$ cat src/rtl/fixed_to_float_12_if.sv
// Valid/ready stream bundle for the fixed-point to float12 encoder.
// Signal names are seen from the encoder: *_i flow into it, *_o flow out of it.
interface fixed_to_float_12_if;
    logic [15:0] data_i;
    logic        valid_i;
    logic        ready_o;
    logic [11:0] data_o;
    logic        valid_o;
    logic        ready_i;

    modport slave (
        input  data_i,
        input  valid_i,
        input  ready_i,
        output ready_o,
        output data_o,
        output valid_o
    );

    modport master (
        output data_i,
        output valid_i,
        output ready_i,
        input  ready_o,
        input  data_o,
        input  valid_o
    );
endinterface

$ cat src/rtl/fixed_to_float_12.sv
// Three-stage encoder: signed fixed point (FRAC_BITS fractional bits) to float12
// {sign, exp[4:0] bias 15, man[5:0] hidden one}; the whole pipe stalls as one unit.
module fixed_to_float_12 #(
    parameter int unsigned FRAC_BITS = 8
) (
    input  logic                 clk_i,
    input  logic                 rst_n_i,
    fixed_to_float_12_if.slave   bus
);

    localparam int unsigned IN_W   = 16;
    localparam int unsigned MAG_W  = 17;
    localparam int unsigned POS_W  = 4;
    localparam int unsigned EXP_W  = 5;
    localparam int unsigned MAN_W  = 6;
    localparam int unsigned OUT_W  = 12;
    localparam int unsigned BIAS   = 15;

    logic               w_adv;

    logic               r_s1_valid;
    logic               r_s1_sign;
    logic [MAG_W-1:0]   r_s1_mag;

    logic               r_s2_valid;
    logic               r_s2_sign;
    logic               r_s2_zero;
    logic [EXP_W-1:0]   r_s2_exp;
    logic [MAN_W:0]     r_s2_frac;

    logic               r_valid_o;
    logic [OUT_W-1:0]   r_data_o;

    logic [MAG_W-1:0]   w_mag;
    logic [POS_W-1:0]   w_pos;
    logic [MAG_W-1:0]   w_norm;
    logic [EXP_W-1:0]   w_exp;
    logic [MAN_W:0]     w_man_sum;
    logic [EXP_W-1:0]   w_exp_rnd;
    logic               w_unused;

    assign w_adv       = ~r_valid_o | bus.ready_i;
    assign bus.ready_o = w_adv;
    assign bus.valid_o = r_valid_o;
    assign bus.data_o  = r_data_o;

    // Magnitude: 0x8000 yields 32768, which still fits in 17 bits.
    assign w_mag = bus.data_i[IN_W-1] ? (MAG_W'(~bus.data_i) + MAG_W'(1))
                                      : MAG_W'(bus.data_i);

    always_ff @(posedge clk_i or negedge rst_n_i) begin
        if (!rst_n_i) begin
            r_s1_valid <= 1'b0;
            r_s1_sign  <= 1'b0;
            r_s1_mag   <= '0;
        end else if (w_adv) begin
            r_s1_valid <= bus.valid_i;
            r_s1_sign  <= bus.data_i[IN_W-1];
            r_s1_mag   <= w_mag;
        end
    end

    // Leading-one detect; highest set bit wins.
    always_comb begin
        w_pos = '0;
        for (int i = 0; i < int'(IN_W); i++) begin
            if (r_s1_mag[i]) w_pos = POS_W'(i);
        end
    end

    assign w_norm = r_s1_mag << (EXP_W'(16) - EXP_W'(w_pos));
    assign w_exp  = EXP_W'(6'(BIAS) + 6'(w_pos) - 6'(FRAC_BITS));

    // Only the mantissa field and guard bit survive into stage 3.
    assign w_unused = ^{w_norm[MAG_W-1], w_norm[8:0]};

    always_ff @(posedge clk_i or negedge rst_n_i) begin
        if (!rst_n_i) begin
            r_s2_valid <= 1'b0;
            r_s2_sign  <= 1'b0;
            r_s2_zero  <= 1'b0;
            r_s2_exp   <= '0;
            r_s2_frac  <= '0;
        end else if (w_adv) begin
            r_s2_valid <= r_s1_valid;
            r_s2_sign  <= r_s1_sign;
            r_s2_zero  <= (r_s1_mag == '0);
            r_s2_exp   <= w_exp;
            r_s2_frac  <= w_norm[15:9];
        end
    end

    // Round half up on the magnitude; a carry out of the mantissa bumps the exponent.
    assign w_man_sum = {1'b0, r_s2_frac[MAN_W:1]} + (MAN_W+1)'(r_s2_frac[0]);
    assign w_exp_rnd = r_s2_exp + EXP_W'(w_man_sum[MAN_W]);

    always_ff @(posedge clk_i or negedge rst_n_i) begin
        if (!rst_n_i) begin
            r_valid_o <= 1'b0;
            r_data_o  <= '0;
        end else if (w_adv) begin
            r_valid_o <= r_s2_valid;
            r_data_o  <= r_s2_zero ? '0
                                   : {r_s2_sign, w_exp_rnd, w_man_sum[MAN_W-1:0]};
        end
    end

endmodule

$ cat src/flat_wrapper.sv
// flat-port wrapper written by rule: the top's interface ports become plain ports
module fixed_to_float_12_flat 
#(
    parameter int unsigned FRAC_BITS = 8
)
  (clk_i, rst_n_i, bus_data_i, bus_valid_i, bus_ready_i, bus_ready_o, bus_data_o, bus_valid_o);
  fixed_to_float_12_if bus_i ();
  input  logic clk_i;
  input  logic rst_n_i;
  input wire logic [$bits(bus_i.data_i)-1:0] bus_data_i;
  input wire logic [$bits(bus_i.valid_i)-1:0] bus_valid_i;
  input wire logic [$bits(bus_i.ready_i)-1:0] bus_ready_i;
  output wire logic [$bits(bus_i.ready_o)-1:0] bus_ready_o;
  output wire logic [$bits(bus_i.data_o)-1:0] bus_data_o;
  output wire logic [$bits(bus_i.valid_o)-1:0] bus_valid_o;
  assign bus_i.data_i = bus_data_i;
  assign bus_i.valid_i = bus_valid_i;
  assign bus_i.ready_i = bus_ready_i;
  assign bus_ready_o = bus_i.ready_o;
  assign bus_data_o = bus_i.data_o;
  assign bus_valid_o = bus_i.valid_o;
  fixed_to_float_12 #(.FRAC_BITS(FRAC_BITS)) u_core (.clk_i(clk_i), .rst_n_i(rst_n_i), .bus(bus_i));
endmodule
$ cat config.mk
export PLATFORM = sky130hd
export DESIGN_NAME = fixed_to_float_12_flat
export DESIGN_NICKNAME = d
export VERILOG_FILES = /design/src/rtl/fixed_to_float_12_if.sv /design/src/rtl/fixed_to_float_12.sv /design/src/flat_wrapper.sv
export SDC_FILE = /design/constraint.sdc
export NUM_CORES = 1
export LEC_CHECK = 0
export BUFFER_PORTS_ARGS = -buffer_cell sky130_fd_sc_hd__buf_2
export CAP_MARGIN = 20
export CORE_ASPECT_RATIO = 0.7
export CORE_MARGIN = 2
export CORE_UTILIZATION = 25
export CTS_BUF_LIST = sky130_fd_sc_hd__clkbuf_8 sky130_fd_sc_hd__clkbuf_16
export CTS_CLUSTER_SIZE = 8
export DETAILED_ROUTE_END_ITERATION = 8
export GPL_TIMING_DRIVEN = 1
export SYNTH_ARGS = -nofsm -noshare
export SYNTH_HDL_FRONTEND = slang
export SYNTH_SLANG_ARGS = --single-unit
$ cat constraint.sdc
create_clock -name clk_i -period 5.9 [get_ports clk_i]
set_input_delay 0.885 -clock clk_i [delete_from_list [all_inputs] [get_ports clk_i]]
set_output_delay 0.885 -clock clk_i [all_outputs]
set_load 0.02 [all_outputs]
# After elaboration in Yosys (flattened, before gate mapping)
# Cells that the tools add are included.
# word_totals
register_bits	47
input_bits	20
output_inout_bits	14
word_cells	38
# classes
addsub	6
n_shift	1
mux	17
bitwise_logic	3
n_reduce_logical	1
# op_table
op	count
$mux 4	8
$add 17x1->17 const B	1
$logic_not 17->1	1
$mux 17	1
$not 16->17	1
$shl 17x5->16	1
$mux 12	1
$mux 3	4
$add 6x1->7	1
$add 4x4->5 const A	1
$add 5x1->5	1
$sub 5x4->5 const A	1
$sub 5x4->5 const B	1
$mux 2	2
$mux 1	1
$not 1->1	1
$or 1x1->1	1

# Depth between registers and ports, before layout
# depth
depth_word	17
ltp_mapped	14
depth_no_buf	11

# Least setup slack after synthesis
# No wires, ideal clock.
# synth_timing
path_type	reg-to-reg
startpoint	reg u_core.r_s1_mag[11]
endpoint	reg u_core.r_s2_frac[6]
setup_ps	121
t_arrival_ps	2914
required_ps	5779
setup_slack_ps	2865
stages_incl_launch_ff	14
path_buffers	4
synth_period_minus_slack_ps	3035
cell_sequence	dfrtp_1 -> buf_6 -> inv_1 -> a21o_1 -> a221o_1 -> buf_6 -> buf_12 -> ha_1 -> buf_2 -> clkinv_1 -> mux4_1 -> mux2i_1 -> o221ai_1 -> a22o_1
# synth_between
elab_chain_cells	7
# synth_lines
element	line	source
start, declared	fixed_to_float_12.sv:23	logic [MAG_W-1:0] r_s1_mag;
start signal, assigned	fixed_to_float_12.sv:59	r_s1_mag <= w_mag;
$mux 4 (5 in a row)	fixed_to_float_12.sv:67	if (r_s1_mag[i]) w_pos = POS_W'(i);
$sub 5x4->5	fixed_to_float_12.sv:71	assign w_norm = r_s1_mag << (EXP_W'(16) - EXP_W'(w_pos));
$shl 17x5->16 (*)	fixed_to_float_12.sv:71	
end signal, assigned	fixed_to_float_12.sv:89	r_s2_frac <= w_norm[15:9];
end, declared	fixed_to_float_12.sv:29	logic [MAN_W:0] r_s2_frac;
# Every way passes the cells marked *; elsewhere a longest branch is shown, timed or not.
# A chain may end at the register's enable or synchronous reset.

# Worst setup path after layout
# layout_timing
startpoint	reg u_core.r_s1_mag[13]
endpoint	reg u_core.r_s2_frac[6]
# layout_between
elab_chain_cells	5
# layout_lines
element	line
$mux 4 (3 in a row)	fixed_to_float_12.sv:67
$sub 5x4->5	fixed_to_float_12.sv:71
$shl 17x5->16 (*)	fixed_to_float_12.sv:71
# Marks and branches as above.

==> flow_metrics.env <==
export IMPL_wirelength_um=7200
export IMPL_ctsLongestPathBuffers=2
export IMPL_reg2regPathDepth=9
export IMPL_ys_seq_area_frac=0.387
export IMPL_syn_area_per_cell_um2=9.32
export IMPL_gp_congestion=0.930
export IMPL_vias=2497
export IMPL_hpwlAfterDp_um=5420
export IMPL_area_growth_pct=14.7
export IMPL_antenna_left=0
export IMPL_cp_start_kind="flip-flop"
export IMPL_timing_rr_start="u_core.r_s1_mag[13]"
export IMPL_worstSetupStartpoint="u_core.r_s1_mag[13]"
export IMPL_period_minus_slack_ns=4.10
export IMPL_hp_class="input pin to asynchronous set/reset pin"
export IMPL_cts_made_buffers=5
export IMPL_synth_area_um2=3040
export IMPL_crit_type="flip-flop to flip-flop"
export IMPL_outcome="completed"
export IMPL_cts_resized=0
export IMPL_tns_ns=0
export IMPL_cp_arrival_ns=4.28
export IMPL_crit_end="u_core.r_s2_frac[6]"
export IMPL_nets=378
export IMPL_drt_iter0_drc=196
export IMPL_drc=0
export IMPL_via_per_inst=4.91
export IMPL_regToRegSetupSlack_ns=1.80
export IMPL_relSlewSlack=0.490
export IMPL_synth_edf_count=0
export IMPL_place_ws_ns=1.83
export IMPL_ctsHoldBuffers=0
export IMPL_n_antenna_cell=0
export IMPL_synth_top_cell_by_area="dfrtp_1"
export IMPL_rsz0062_at_grt="no"
export IMPL_cp_max_fo=19
export IMPL_crit_required_ns=6.08
export IMPL_crit_path_end_kind="flip-flop"
export IMPL_layout_setup_ws_ns=1.80
export IMPL_ys_warn_count=0
export IMPL_dieArea_um2=13100
export IMPL_layout_cells_non_filler=509
export IMPL_ctsRootBufferMaster="clkbuf_16"
export IMPL_grt_pass1_vias=2319
export IMPL_yosys_top_cells_area="dfrtp_1 39%, nand2_1 6.7%, o21ai_0 4.6%"
export IMPL_io_buffers=33
export IMPL_maxSlewViolCount=0
export IMPL_start_util=0.258
export IMPL_reg2reg_to="u_core.r_s2_frac[6]"
export IMPL_die_h_um=96.2
export IMPL_clock_sinks=47
export IMPL_core_area_um2=11800
export IMPL_synth_seq_cells=47
export IMPL_grt_pass1_wl_um=12200
export IMPL_hold_violations=0
export IMPL_syn_nets=353
export IMPL_async_flop_share=1.00
export IMPL_drt_pass1_iterations=4
export IMPL_worst_slew_pin_slew_ns=0.762
export IMPL_antenna_found_initial=0
export IMPL_dp_cells=500
export IMPL_synth_main_ff_cell="dfrtp_1"
export IMPL_grt_use_total=0.118
export IMPL_h_tree_depth=2
export IMPL_fmax_mhz=244
export IMPL_p_per_area_nw_per_um2=485
export IMPL_synth_cell_types=58
export IMPL_clock_latency_ns=0.29
export IMPL_fin_skew_ns=0.00572
export IMPL_rows=33
export IMPL_post_cts_buffers=0
export IMPL_min_period_over_period=0.694
export IMPL_layout_drive_gt1_share=0.156
export IMPL_cts_tree="done"
export IMPL_leakage_nw=1.51
export IMPL_fp_dieW_um=136
export IMPL_maxCapViolCount=0
export IMPL_final_setup_viol_count=0
export IMPL_ios=34
export IMPL_path_clk_slew_ns=0.06
export IMPL_overflow=0
export IMPL_grt_max_degree=63
export IMPL_synth_cells=326
export IMPL_post_drt_wl_per_cell_um=14.2
export IMPL_ir_drop_mv=0.227
export IMPL_netlist_area_leader_share=0.387
==> cell usage after synthesis, types with 3 or more instances <==
master    count
xor2_1       14
clkbuf_1     11
inv_1         7
or4_1         3
nand2b_1      6
dfrtp_1      47
nor2b_1       3
nor3_1        4
nor2_1       21
xnor2_1       9
a22o_1        8
ha_1          7
mux4_1        4
a211oi_1      3
buf_6         3
o21ai_1       5
mux2i_1       8
nand2_1      54
a21oi_1      15
nand3_1       9
or2_1         3
o21ai_0      28
nand3b_1      5
nor4_2        4
==> how the worst min path moves through the flow <==
stage | slack (ns) | endpoint | startpoint | cells past startpoint
3_5_place_dp | 0.45 | u_core.bus.valid_o | u_core.r_s2_valid | 1
6_report | 0.42 | u_core.bus.data_o[8] | rst_n_i | 1
5_1_grt | 0.43 | u_core.bus.data_o[10] | rst_n_i | 1
2_1_floorplan | 0.43 | u_core.r_s2_valid | u_core.r_s2_valid | 2
4_1_cts | 0.46 | u_core.bus.valid_o | u_core.r_s2_valid | 1
3_3_place_gp | 0.44 | u_core.r_s2_valid | u_core.r_s2_valid | 2
==> placed cells by master (no fill, tap or decap), types with 4 or more instances in the layout <==
cell / n
nand2b_1: 6
a21oi_1: 15
nand2_1: 54
o21ai_0: 28
a22o_1: 8
nand3_1: 9
mux2i_1: 8
nand3b_1: 5
xor2_1: 14
xnor2_1: 9
buf_2: 33
inv_1: 8
mux4_1: 4
dfrtp_1: 47
clkbuf_16: 5
nor3_1: 4
ha_1: 7
nor2_1: 21
o21ai_1: 5
nor4_2: 4
==> power by group <==
part | internal [W] | switching (W) | total (W)
sequential | 0.000441 | 0.000130 | 0.000571
combinational | 0.000350 | 0.000471 | 0.000821
clock | 0.000179 | 0.000120 | 0.000299
==> registers in the layout (all words and copies together) (netlist names) <==
signal	flops
u_core.bus.data_o	12
u_core.bus.valid_o	1
u_core.r_s1_mag	17
u_core.r_s1_sign	1
u_core.r_s1_valid	1
u_core.r_s2_exp	5
u_core.r_s2_frac	7
u_core.r_s2_sign	1
u_core.r_s2_valid	1
u_core.r_s2_zero	1
==> per-stage QoR <==
stage                util  hold slack [ns]  total power (W)  cell area [um^2]
floorplan               -            0.430          0.00119              3040
global placement    0.281            0.443          0.00138              3310
detailed placement  0.281            0.450          0.00139              3310
CTS                 0.295            0.464          0.00169              3470
global route        0.296            0.431          0.00182              3490
finish              0.296            0.425          0.00169              3490
==> routing by layer <==
layer  GRT usage  vias to the layer above  routed length (um)
met5           0                        -                   0
met3      0.0284                        7                 425
met1       0.185                     1191                3880
met2       0.162                       68                2860
li1            -                     1231                   -
met4      0.0208                        0                  45
==> layout make-up <==
class / instances / area, um^2
clock buffers: 7 / 153
well taps: 157 / 196
flip-flops and latches: 47 / 1180
fillers: 1268 / 8280
repair buffers: 35 / 193
multi-input cells: 254 / 1730
inverters: 8 / 30.0
clock inverters: 1 / 3.75
==> worst max-delay path: stages (launching register included) <==
cell and delay [ns]:
dfrtp_1 0.46, or2_1 0.31, a2111oi_2 0.23, a221o_1 0.69
ha_1 0.73, clkinv_1 0.47, mux4_1 0.60, mux2i_1 0.15
o221ai_1 0.13, a22o_1 0.21
==> logic make-up (layout without fill, tap and decap cells) <==
| group | Yosys count | in the layout | synth area share |
|---|---|---|---|
| simple gates | 121 | 121 | 0.196 |
| mux | 16 | 16 | 0.0844 |
| xor+xnor | 23 | 23 | 0.0663 |
| flops | 47 | 47 | 0.387 |
| compound gates | 87 | 87 | 0.192 |
| fa+ha+maj | 7 | 7 | 0.0288 |
| buf+inv | 25 | 51 | 0.0445 |
Power figures use the tool's default switching activity.
